[config.mk]
export PLATFORM = sky130hd
export DESIGN_NAME = blink_operand_loader
export DESIGN_NICKNAME = d
export VERILOG_FILES = /design/src/rtl/blink_operand_loader.sv
export SDC_FILE = /design/constraint.sdc
export NUM_CORES = 1
export LEC_CHECK = 0
export CAP_MARGIN = 20
export CORE_AREA = 2 2 340 342
export DETAILED_ROUTE_END_ITERATION = 10
export DIE_AREA = 0 0 342 344
export GPL_TIMING_DRIVEN = 1
export PLACE_DENSITY_LB_ADDON = 0.12
export SLEW_MARGIN = 20
export SYNTH_ARGS = -nofsm -noshare
export SYNTH_HDL_FRONTEND = slang
export SYNTH_SLANG_ARGS = --single-unit
[constraint.sdc]
create_clock -name clk -period 2 [get_ports clk]
set_clock_uncertainty 0.05 [all_clocks]
set_input_delay 0.3 -clock clk [delete_from_list [all_inputs] [get_ports clk]]
set_output_delay 0.3 -clock clk [all_outputs]
set_load 0.02 [all_outputs]
[src/rtl/blink_operand_loader.sv]
// Operand loader for the Blink-64 cipher core: collects narrow stream words into the
// K0/K1/T/P operand registers and issues them to the core through a valid/ready handshake.
module blink_operand_loader #(
    parameter int W      = 32,
    parameter int N      = 64,
    parameter int ROUNDS = 14
) (
    input  logic                     clk,
    input  logic                     rst,
    input  logic                     in_valid,
    output logic                     in_ready,
    input  logic [W-1:0]             in_data,
    input  logic                     in_key,
    input  logic                     in_enc,
    output logic                     out_valid,
    input  logic                     out_ready,
    output logic                     enc,
    output logic [N*ROUNDS/2-1:0]    K0,
    output logic [2*(2*N-1)-1:0]     K1,
    output logic [N-1:0]             T,
    output logic [N-1:0]             P,
    output logic                     key_loaded,
    output logic                     err_nokey
);

    localparam int K0_BITS = N * ROUNDS / 2;
    localparam int K1_BITS = 2 * (2 * N - 1);
    localparam int K0W     = K0_BITS / W;
    localparam int K1W     = (K1_BITS + W - 1) / W;
    localparam int TW      = N / W;
    localparam int PW      = N / W;
    localparam int K1_TAIL = K1_BITS - (K1W - 1) * W;
    localparam int CW      = $clog2(K0W + 1);

    typedef enum logic [2:0] {
        IDLE  = 3'd0,
        LD_K0 = 3'd1,
        LD_K1 = 3'd2,
        LD_T  = 3'd3,
        LD_P  = 3'd4,
        ISSUE = 3'd5
    } state_t;

    state_t               state_q, state_d;
    logic [CW-1:0]        count_q, count_d;
    logic                 enc_q, enc_d;
    logic [K0_BITS-1:0]   k0_q, k0_d;
    logic [K1_BITS-1:0]   k1_q, k1_d;
    logic [N-1:0]         t_q, t_d;
    logic [N-1:0]         p_q, p_d;
    logic                 key_loaded_q, key_loaded_d;
    logic                 err_nokey_q, err_nokey_d;
    logic                 in_ready_q, in_ready_d;

    logic                 hs;
    logic                 wr_k0, wr_k1, wr_t, wr_p;

    assign hs = in_valid && in_ready_q;

    // NOTE: every variable gets its default before the case so that no path leaves a
    // value unassigned; a missing default here would infer a latch.
    always_comb begin
        state_d      = state_q;
        count_d      = count_q;
        enc_d        = enc_q;
        key_loaded_d = key_loaded_q;
        err_nokey_d  = 1'b0;
        wr_k0        = 1'b0;
        wr_k1        = 1'b0;
        wr_t         = 1'b0;
        wr_p         = 1'b0;

        case (state_q)
            IDLE: begin
                if (hs) begin
                    enc_d   = in_enc;
                    count_d = CW'(1);
                    if (in_key) begin
                        wr_k0   = 1'b1;
                        state_d = LD_K0;
                    end else begin
                        wr_t        = 1'b1;
                        state_d     = LD_T;
                        err_nokey_d = !key_loaded_q;
                    end
                end
            end
            LD_K0: begin
                if (hs) begin
                    wr_k0 = 1'b1;
                    if (count_q == CW'(K0W - 1)) begin
                        count_d = '0;
                        state_d = LD_K1;
                    end else begin
                        count_d = count_q + CW'(1);
                    end
                end
            end
            LD_K1: begin
                if (hs) begin
                    wr_k1 = 1'b1;
                    if (count_q == CW'(K1W - 1)) begin
                        count_d      = '0;
                        state_d      = LD_T;
                        key_loaded_d = 1'b1;
                    end else begin
                        count_d = count_q + CW'(1);
                    end
                end
            end
            LD_T: begin
                if (hs) begin
                    wr_t = 1'b1;
                    if (count_q == CW'(TW - 1)) begin
                        count_d = '0;
                        state_d = LD_P;
                    end else begin
                        count_d = count_q + CW'(1);
                    end
                end
            end
            LD_P: begin
                if (hs) begin
                    wr_p = 1'b1;
                    if (count_q == CW'(PW - 1)) begin
                        count_d = '0;
                        state_d = ISSUE;
                    end else begin
                        count_d = count_q + CW'(1);
                    end
                end
            end
            ISSUE: begin
                if (out_ready) begin
                    state_d = IDLE;
                end
            end
            default: begin
                state_d = IDLE;
                count_d = '0;
            end
        endcase

        in_ready_d = (state_d != ISSUE);
    end

    // Word steering: the active field's write strobe plus count select one word slot.
    always_comb begin
        k0_d = k0_q;
        k1_d = k1_q;
        t_d  = t_q;
        p_d  = p_q;

        for (int j = 0; j < K0W; j++) begin
            if (wr_k0 && count_q == CW'(j)) begin
                k0_d[j*W +: W] = in_data;
            end
        end
        for (int j = 0; j < K1W - 1; j++) begin
            if (wr_k1 && count_q == CW'(j)) begin
                k1_d[j*W +: W] = in_data;
            end
        end
        // The last K1 word carries more bits than the field holds; its top bits are dropped.
        if (wr_k1 && count_q == CW'(K1W - 1)) begin
            k1_d[K1_BITS-1 -: K1_TAIL] = in_data[K1_TAIL-1:0];
        end
        for (int j = 0; j < TW; j++) begin
            if (wr_t && count_q == CW'(j)) begin
                t_d[j*W +: W] = in_data;
            end
        end
        for (int j = 0; j < PW; j++) begin
            if (wr_p && count_q == CW'(j)) begin
                p_d[j*W +: W] = in_data;
            end
        end
    end

    // NOTE: the operand registers are reset along with the control state so that a reset
    // mid-frame leaves no stale key material visible on the outputs.
    always_ff @(posedge clk or negedge rst) begin
        if (!rst) begin
            state_q      <= IDLE;
            count_q      <= '0;
            enc_q        <= 1'b0;
            k0_q         <= '0;
            k1_q         <= '0;
            t_q          <= '0;
            p_q          <= '0;
            key_loaded_q <= 1'b0;
            err_nokey_q  <= 1'b0;
            in_ready_q   <= 1'b0;
        end else begin
            // NOTE: non-blocking assignments keep every flop sampling pre-edge values.
            state_q      <= state_d;
            count_q      <= count_d;
            enc_q        <= enc_d;
            k0_q         <= k0_d;
            k1_q         <= k1_d;
            t_q          <= t_d;
            p_q          <= p_d;
            key_loaded_q <= key_loaded_d;
            err_nokey_q  <= err_nokey_d;
            in_ready_q   <= in_ready_d;
        end
    end

    assign in_ready   = in_ready_q;
    assign out_valid  = (state_q == ISSUE);
    assign enc        = enc_q;
    assign K0         = k0_q;
    assign K1         = k1_q;
    assign T          = t_q;
    assign P          = p_q;
    assign key_loaded = key_loaded_q;
    assign err_nokey  = err_nokey_q;

endmodule

After elaboration in Yosys (flattened, before gate mapping)
Cells that the tools add are included.
{ "classes": {"n_eq_ne": 23, "add_sub_neg": 1, "bitwise_logic": 1, "mux": 32, "n_reduce_logical": 34} }
{ "ops": {"columns": ["op", "count"], "rows": [
  ["2-to-1 mux 3 bit", 10],
  ["2-to-1 mux 4 bit", 7],
  ["logical AND 1 bit", 27],
  ["== test 4 bit, second input constant", 6],
  ["case mux 4 bit (5 select lines)", 1],
  ["case mux 3 bit (6 select lines)", 1],
  ["== test 4 x 3 -> 1 bit, second input constant", 4],
  ["2-to-1 mux 1 bit", 10],
  ["== test 4 x 2 -> 1 bit, second input constant", 2],
  ["== test 3 x 2 -> 1 bit, second input constant", 2],
  ["== test 3 bit, second input constant", 2],
  ["inequality test 2 bit, second input constant", 3],
  ["AND reduction 5 bit", 1],
  ["adder 4 x 1 -> 4 bit, second input constant", 1],
  ["== test 4 x 1 -> 1 bit, second input constant", 1],
  ["logical NOT 4 bit", 1],
  ["case mux 1 bit (2 select lines)", 2],
  ["== test 3 x 1 -> 1 bit, second input constant", 1],
  ["logical NOT 3 bit", 1],
  ["inequality test 3 bit, second input constant", 1],
  ["AND reduction 3 bit", 1],
  ["2-to-1 mux 2 bit", 1],
  ["inequality test 2 x 1 -> 1 bit, second input constant", 1],
  ["AND reduction 2 bit", 1],
  ["3 further kinds", 3]
]} }
{ "totals": {"inputBits": 38, "word_cells": 123, "regBits": 841} }

Longest topological paths before layout
Gate-level depths: netlist of the first run.
{ "depth": {"ltp_word": 5, "depth_mapped": 7, "depth_no_buf": 6} }

Worst setup path before layout of the first run
Ideal clock, no wire load.
{ "synth_timing": {"path_type": "register to register", "startpoint": "register in_ready_q (netlist: in_ready)", "endpoint": "register k1_q[33] (netlist: K1[33])", "setup_ns": 0.125, "t_arrival_ns": 2.021, "stages_incl_launch_ff": 7, "path_slack_ns": -0.196, "n_path_buf": 2, "cell_sequence": "dfrtp_1 and2_1 clkbuf_1 nand3_1 nor3_1 buf_2 mux2_2"} }
{ "synth_via": {"elab_chain_len": 4} }
{ "synth_rtl": {"columns": ["element", "line_no", "text"], "rows": [
  ["start: declaration", "53", "logic in_ready_q, in_ready_d;"],
  ["start signal: assignment", "205", "in_ready_q <= in_ready_d;"],
  ["logical AND 1 bit", "58", "assign hs = in_valid && in_ready_q;"],
  ["2-to-1 mux 1 bit", "100", "if (hs) begin"],
  ["2-to-1 mux 1 bit", "73", "case (state_q)"],
  ["logical AND 1 bit", "160", "if (wr_k1 && count_q == CW'(j)) begin"],
  ["end signal: assignment", "200", "k1_q <= k1_d;"],
  ["end: declaration", "48", "logic [K1_BITS-1:0] k1_q, k1_d;"]
]} }
Every way passes these cells.
A chain may end at the register's enable or synchronous reset.

Final worst setup path of the first run
{ "layout_timing": {"startpoint": "register state_q[1]", "endpoint": "register k0_q[334] (netlist: K0[334])"} }
{ "layout_via": {"elab_chain_len": 3, "word_cells_on_any_way": 4} }
{ "layout_rtl": {"columns": ["element", "line_no", "text"], "rows": [
  ["start: declaration", "44", "state_t state_q, state_d;"],
  ["start signal: assignment", "196", "state_q <= state_d;"],
  ["== test 3 x 1 -> 1 bit or logical NOT 3 bit (tied branches)", "73", null],
  ["case mux 1 bit (2 select lines) (*)", "73", null],
  ["logical AND 1 bit (*)", "155", "if (wr_k0 && count_q == CW'(j)) begin"],
  ["end signal: assignment", "199", "k0_q <= k0_d;"],
  ["end: declaration", "47", "logic [K0_BITS-1:0] k0_q, k0_d;"]
]} }
Mark *: on every way between the ends. The rest lies on a longest branch, timed or not.

==> results.tsv, run 1 <==
stage	metric	value	unit
grt	grt_pass1_vias	22330	
pwr	p_comb_frac	0.403	
routing	ant_nets	0	
grt	antenna_found_initial	9	
timing	maxSlewViolCount	0	
worst_setup_path	cp_max_fo	22	
finish	syn_to_final_growth	49.62	%
pwr	switchingPower	0.02781	W
cts	cts_buffers	98	
timing	rsz0062_at_grt	true	
worst_setup_path	crit_start	state_q[1]	
worst_setup_path	worstPathRequired	2.50	ns
routing	totalWireLength	132400	um
worst_hold_path	worstHoldPathType	input port to async pin	
floorplanning	die_area	117600	um^2
synthesis	synth-simple-area-share	0.01345	
worst_setup_path	arrival	2.62	ns
synthesis	ys_seq_area_frac	0.6613	
run_status	status	complete, but fails checks	
finish	nets	2983	
floorplanning	io_pins	873	
synthesis	synth.ff_latch_count	841	
synthesis	ys_types	44	
pwr	total_power	0.07596	W
routing	drtPass1Iterations	4	
worst_setup_path	r2r_cells	7	
pwr	p_leak	24.21	nW
worst_setup_path	rrSetupSlack	-0.11	ns
synthesis	syn_avg_cell_area	16.48	um^2
synthesis	synth_top_family_by_area	multiplexers	
synthesis	async_reset_ff_frac	1.000	
cts	cts.path.max_buffers	3	
synthesis	synth_xor_area_frac	0.0002752	
cts	clkSinkCount	841	
floorplanning	die_w	342	um
routing	drt_iter0_drc	853	
cts	htreeDepth	3	
pwr	p_per_area	1595	nW/um^2
floorplanning	design.core.area	113900	um^2
worst_setup_path	critical_path.startpoint_type	flip-flop	
cts	clkLatencyLatePin	0.67	ns
grt	busiest_layer	met2	
pwr	p_int	0.04815	W
grt	met3_usage	0.06382	
worst_setup_path	timing.rr.end	K0[334]	
synthesis	synthFlopType	dfrtp_1	
synthesis	netlist_instances	1931	
placed_design	hpwl	90280	um
cts	cts_root_buffer	clkbuf_16	
pwr	vdd_drop_max	0.8308	mV
floorplanning	num_rows	124	
routing	via_count	20810	
routing	route.detailed.drc	0	
timing	finalHoldViolCount	0	
routing	drt-vias-per-instance	4.589	
synthesis	synth.area.mux_share	0.2954	
cts	cts_tree	done	
pwr	sequentialPowerShare	0.350	
synthesis	synth_area	31820	um^2
run	cap_viol_max_count	0	
grt	grt_use_met1	0.2479	
timing	worstMarginPinSlew	0.9252	ns
pwr	swShare	0.3661	
timing	relSlewSlack	0.3832	
finish	fin_area	47610	um^2
worst_setup_path	reg2reg_from	state_q[1]	
grt	grt_max_degree	107	
placed_design	portBuffers	872	
pwr	pwr-share-clk	0.246	
worst_setup_path	end_kind	flip-flop	
worst_setup_path	critPathKind	flip-flop to flip-flop	
synthesis	synth_edf_count	0	
routing	routedWlPerCell	29.20	um
synthesis	synth_adder_area_share	0.001573	
timing	period_share	1.057	
timing	fmax	472.8	MHz
synthesis	syn_nets	1973	
synthesis	synth-compound-area-share	0.004404	
grt	grt_util_met2	0.3910	
floorplanning	start_util	0.2794	
placed_design	dpl_cell_area	43740	um^2
placed_design	dp_slack	-0.5464	ns
placed_design	gp_congestion	0.8187	
timing	finalCriticalPeriod	2.115	ns
grt	grt_usage	0.2187	
run_status	violations	negative setup slack	
timing	timing.final.ws_setup	-0.1149	ns
grt	grt_pass1_wl	181300	um
finish	drive_above_1_share	0.4066	
grt	grt_overflow	0	
timing	setup_viol	352	
cts	cts.clk_slew.worst_paths	0.06	ns
synthesis	yosys_warnings	0	
floorplanning	die_h	344	um
## routing by layer
layer | wire length (um) | vias up
met5 | 54 | -
met3 | 8897 | 192
met1 | 50470 | 11080
li1 | - | 8861
met4 | 5108 | 8
met2 | 67890 | 671
## how the worst max path moves through the flow
| stage | to | slack [ns] | depth (start not counted) |
|---|---|---|---|
| 2_1_floorplan | K0[312] | -0.16 | 7 |
| 3_3_place_gp | K0[32] | -0.53 | 8 |
| 3_5_place_dp | K0[35] | -0.55 | 8 |
| 4_1_cts | out_valid | -0.12 | 5 |
| 5_1_grt | out_valid | -0.17 | 5 |
| 6_report | K0[334] | -0.11 | 7 |
## cell usage in the layout (no fill, tap or decap), drive strengths merged, types with 5 or more instances in the layout
cell type and count:
and3 6, dlygate4sd2 614, inv 9, mux2 832
dfrtp 841, bufinv 10, diode 5, clkbuf 150
a21oi 5, nand2 19, clkdlybuf4s50 251, clkinv 16
buf 195, nor2 8, nor3 7, nand3 12
## critical path, cell delays in order (launching register included)
cell and delay, ns:
dfrtp_1 0.39, buf_4 0.14, or3_4 0.40, nor3b_4 0.24, buf_12 0.18, nand2_4 0.07
buf_12 0.19, mux2_2 0.30
## cell type report
cell class / count / area (um^2)
Antenna cell: 5 / 12.51
Tap cell: 1512 / 1892
Inverter: 5 / 18.77
Clock inverter: 31 / 460.4
Clock buffer: 146 / 2915
Fill cell: 10650 / 66270
Sequential cell: 841 / 21050
Timing Repair Buffer: 1067 / 10820
Multi-Input combinational cell: 928 / 10440
## Yosys cell counts, types with 2 or more instances
cell | count | area, um^2
clkbuf_1 | 89 | 334.1
mux2_4 | 8 | 120.1
nand3_1 | 12 | 60.06
a211oi_1 | 2 | 15.01
and3_1 | 6 | 37.54
buf_6 | 14 | 157.7
inv_1 | 5 | 18.77
nand2b_1 | 2 | 12.51
mux2_2 | 814 | 9166
nor3_1 | 6 | 30.03
a21oi_1 | 5 | 25.02
nand2_1 | 15 | 56.30
nand3b_1 | 2 | 15.01
ha_1 | 4 | 50.05
nand2_4 | 4 | 45.04
buf_1 | 23 | 86.33
nor2_1 | 8 | 30.03
buf_2 | 31 | 155.2
dfrtp_1 | 841 | 21050
and2_1 | 3 | 18.77
or3_1 | 3 | 18.77
o311ai_0 | 3 | 26.28
mux2_1 | 10 | 112.6
## flip-flops by register name (all words and copies together), names as in the netlist
name,cells
count_q,4
T,64
in_ready,1
enc,1
state_q,3
err_nokey,1
K0,448
K1,254
key_loaded,1
P,64
## per-stage QoR
stage                       util  std cells  hold slack (ns)  setup TNS, ns
final                     0.4181       4535          0.03798         -13.59
after global routing      0.4181       4533          0.02632         -61.23
after CTS                 0.4153       4521          0.01235         -35.26
after detailed placement  0.3841       4309           0.1352        -343.91
after global placement    0.3841       4309           0.1315        -330.54
after floorplan                -       1931         -0.04559         -18.47
## power by group through the flow
stage          Sequential, W  Clock, W  Combinational (W)
6_report              0.0266    0.0187             0.0306
5_1_grt               0.0274    0.0199             0.0320
4_1_cts               0.0266    0.0192             0.0309
3_5_place_dp          0.0270         0             0.0334
3_3_place_gp          0.0268         0             0.0331
2_1_floorplan         0.0342         0            0.00724
## cell families (layout without fill, tap and decap cells)
| group | count (synthesis) | after routing |
|---|---|---|
| simple gates | 71 | 71 |
| mux | 832 | 832 |
| compound gates | 20 | 20 |
| buf+inv | 162 | 1249 |
| flops | 841 | 841 |
| xor+xnor | 1 | 1 |
| fa+ha+maj | 4 | 4 |
| other cells | 0 | 5 |
## what timing repair did
action | in CTS | in global routing
hold endpoints to repair | 550 | 0
gates cloned | 15 | 5
hold buffers | 1 | 0
setup endpoints to repair | 1566 | 957
resized for setup | 698 | 37
setup buffers | 20 | 4
pin swaps | 2 | 4
(Power assumes the default switching activity.)
==> run 2, diff against run 1 <==
--- a/config.mk
+++ b/config.mk
@@ -11,7 +11,9 @@
 export DIE_AREA = 0 0 342 344
 export GPL_TIMING_DRIVEN = 1
 export PLACE_DENSITY_LB_ADDON = 0.12
+export SKIP_LAST_GASP = 1
 export SLEW_MARGIN = 20
 export SYNTH_ARGS = -nofsm -noshare
 export SYNTH_HDL_FRONTEND = slang
 export SYNTH_SLANG_ARGS = --single-unit
+export TNS_END_PERCENT = 100
==> run 2 against run 1 <==
The flow still finishes with violations (negative setup slack). Largest power group unchanged. Worst setup slack worse by 0.00075 ns. Sequential power hardly changed. Clock power hardly changed. Register-to-register slack hardly changed. First-iteration DRC count is 5.9% higher. Largest cell class unchanged. Critical path depth stayed put. Via count is 0.29% higher. Routed wire length is 0.81% higher. Final area is 0.13% higher. Critical endpoint unchanged. Die area stayed put. Clock-buffer cell count stayed put.
==> results.tsv, run 2 (synthesis gave the netlist of run 1 again) <==
stage	metric	value	unit	change
run_status	status	complete, but fails checks		unchanged
run_status	violations	negative setup slack		unchanged
cts	cts_root_buffer	clkbuf_16		unchanged
finish	drive_above_1_share	0.4072		was 0.4066
worst_setup_path	cp_max_fo	22		unchanged
pwr	p_int	0.04816	W	was 0.04815 W
worst_setup_path	timing.rr.end	K0[334]		unchanged
timing	finalHoldViolCount	0		unchanged
finish	fill_cells	10640		was 10650
finish	nets	2988		was 2983
pwr	switchingPower	0.02782	W	was 0.02781 W
routing	route.detailed.drc	0		unchanged
floorplanning	start_util	0.2794		unchanged
worst_hold_path	worstHoldPathType	input port to async pin		unchanged
placed_design	dpl_cell_area	43740	um^2	unchanged
routing	drt_iter0_drc	903		was 853
pwr	swShare	0.3662		was 0.3661
worst_setup_path	r2r_cells	7		unchanged
worst_setup_path	critical_path.startpoint_type	flip-flop		unchanged
timing	rsz0062_at_grt	true		unchanged
worst_setup_path	critPathKind	flip-flop to flip-flop		unchanged
timing	period_share	1.058		was 1.057
cts	cts_buffers	98		unchanged
timing	fmax	472.7	MHz	was 472.8 MHz
worst_setup_path	critPathBufInv	3		unchanged
worst_setup_path	cp_cell_sequence	buf_4 -> or3_4 -> nor3b_4 -> buf_12 -> nand2_4 -> buf_12 -> mux2_2		unchanged
finish	final_common_cell	dfrtp_1		unchanged
worst_setup_path	reg2reg_from	state_q[1]		unchanged
floorplanning	num_rows	124		unchanged
timing	finalCriticalPeriod	2.116	ns	was 2.115 ns
routing	via_count	20870		was 20810
worst_setup_path	cpPeakStageDelay	0.40	ns	about the same
cts	cts.clk_slew.worst_paths	0.06	ns	about the same
routing	routedWlPerCell	29.40	um	was 29.20 um
floorplanning	die_h	344	um	unchanged
worst_setup_path	crit_slowest_cell	or3_4		unchanged
placed_design	hpwl	90280	um	unchanged
cts	cts_tree	done		unchanged
worst_setup_path	arrival	2.62	ns	about the same
placed_design	gp_congestion	0.8187		unchanged
run	cap_viol_max_count	0		unchanged
timing	tns	-17.15	ns	was -13.59 ns
pwr	sequentialPowerShare	0.350		about the same
routing	drtPass1Iterations	4		unchanged
grt	grt_overflow	0		unchanged
grt	antenna_found_initial	11		was 9
pwr	p_comb_frac	0.403		about the same
timing	relSlewSlack	0.3891		was 0.3832
cts	htreeDepth	3		unchanged
timing	setup_viol	401		was 352
timing	maxSlewViolCount	0		unchanged
floorplanning	io_pins	873		unchanged
pwr	vdd_drop_max	0.8307	mV	was 0.8308 mV
finish	syn_to_final_growth	49.82	%	was 49.62%
grt	grt_pass1_vias	22290		was 22330
worst_setup_path	end_kind	flip-flop		unchanged
worst_setup_path	rrSetupSlack	-0.12	ns	was -0.11 ns
worst_setup_path	crit_family	simple AND/OR/NAND/NOR gates		unchanged
placed_design	portBuffers	872		unchanged
finish	largest_register_ffs	448		unchanged
cts	clkLatencyLatePin	0.67	ns	about the same
pwr	pwr-share-clk	0.246		about the same
pwr	p_leak	24.25	nW	was 24.21 nW
floorplanning	die_w	342	um	unchanged
pwr	p_per_area	1594	nW/um^2	was 1595 nW/um^2
routing	ant_nets	0		unchanged
routing	totalWireLength	133500	um	was 132400 um
timing	worstMarginPinSlew	0.9164	ns	was 0.9252 ns
floorplanning	design.core.area	113900	um^2	unchanged
finish	final_cell_mix	dfrtp_1, mux2_2, dlygate4sd2_1, clkdlybuf4s50_1, clkbuf_16		unchanged
grt	grt_usage	0.2186		was 0.2187
worst_setup_path	cpMostUsedCell	buf_12		unchanged
grt	grt_max_degree	107		unchanged
timing	timing.final.ws_setup	-0.1156	ns	was -0.1149 ns
grt	grt_pass1_wl	181200	um	was 181300 um
cts	clkSinkCount	841		unchanged
worst_setup_path	worstPathRequired	2.50	ns	about the same
finish	fin_area	47680	um^2	was 47610 um^2
pwr	total_power	0.07598	W	was 0.07596 W
floorplanning	die_area	117600	um^2	unchanged
routing	drt-vias-per-instance	4.597		was 4.589
cts	cts.path.max_buffers	3		unchanged
-- run 2: layout make-up --
cell class                      count  area, um^2  area share
Tap cell                         1512        1892     0.03968
Clock inverter                     31       460.4    0.009658
Antenna cell                        5       12.51   0.0002624
Multi-Input combinational cell    928       10420      0.2185
Timing Repair Buffer             1072       10910      0.2289
Clock buffer                      146        2915     0.06115
Inverter                            5       18.77   0.0003936
Sequential cell                   841       21050      0.4415
-- run 2: worst max path at each step --
stage	start	end	slack [ns]	depth (start not counted)
after floorplan	state_q[2]	K0[312]	-0.16	7
after global placement	in_valid	K0[32]	-0.53	8
after detailed placement	in_valid	K0[35]	-0.55	8
after CTS	state_q[1]	out_valid	-0.12	5
after global routing	state_q[0]	T[3]	-0.18	7
final	state_q[1]	K0[334]	-0.12	7
-- run 2: metal layers --
metal	global-route usage	routed length, um
met1	0.2483	50810
met2	0.3898	68150
met3	0.06382	9256
met4	0.07749	5215
met5	0	53
-- run 2: metrics by stage --
stage / hold slack (ns) / instances / setup WS [ns] / utilization
floorplan: -0.04559 / 1931 / -0.1574 / -
global placement: 0.1315 / 4309 / -0.5252 / 0.3841
detailed placement: 0.1352 / 4309 / -0.5464 / 0.3841
CTS: 0.01235 / 4521 / -0.1234 / 0.4149
global route: 0.02632 / 4538 / -0.1757 / 0.4186
finish: 0.03831 / 4540 / -0.1156 / 0.4187
-- run 2: power groups by stage --
stage / registers, W / logic [W] / clock network [W]
global placement: 0.0268 / 0.0331 / 0
global route: 0.0273 / 0.0320 / 0.0199
finish: 0.0266 / 0.0307 / 0.0187
detailed placement: 0.0270 / 0.0334 / 0
floorplan: 0.0342 / 0.00724 / 0
CTS: 0.0266 / 0.0308 / 0.0192
-- run 2: what timing repair did --
item / in CTS / in global routing
resized for setup: 684 / 45
pin swaps: 2 / 4
hold endpoints to repair: 550 / 0
hold buffers: 1 / 0
gates cloned: 15 / 8
setup endpoints to repair: 1566 / 956
buffers inserted: 20 / 6
==> run 3, diff against run 2 <==
--- a/config.mk
+++ b/config.mk
@@ -12,7 +12,6 @@
 export GPL_TIMING_DRIVEN = 1
 export PLACE_DENSITY_LB_ADDON = 0.12
 export SKIP_LAST_GASP = 1
-export SLEW_MARGIN = 20
 export SYNTH_ARGS = -nofsm -noshare
 export SYNTH_HDL_FRONTEND = slang
 export SYNTH_SLANG_ARGS = --single-unit
==> results of run 3 <==
Same layout as run 2: the final DEF is identical, and so are final timing and power.
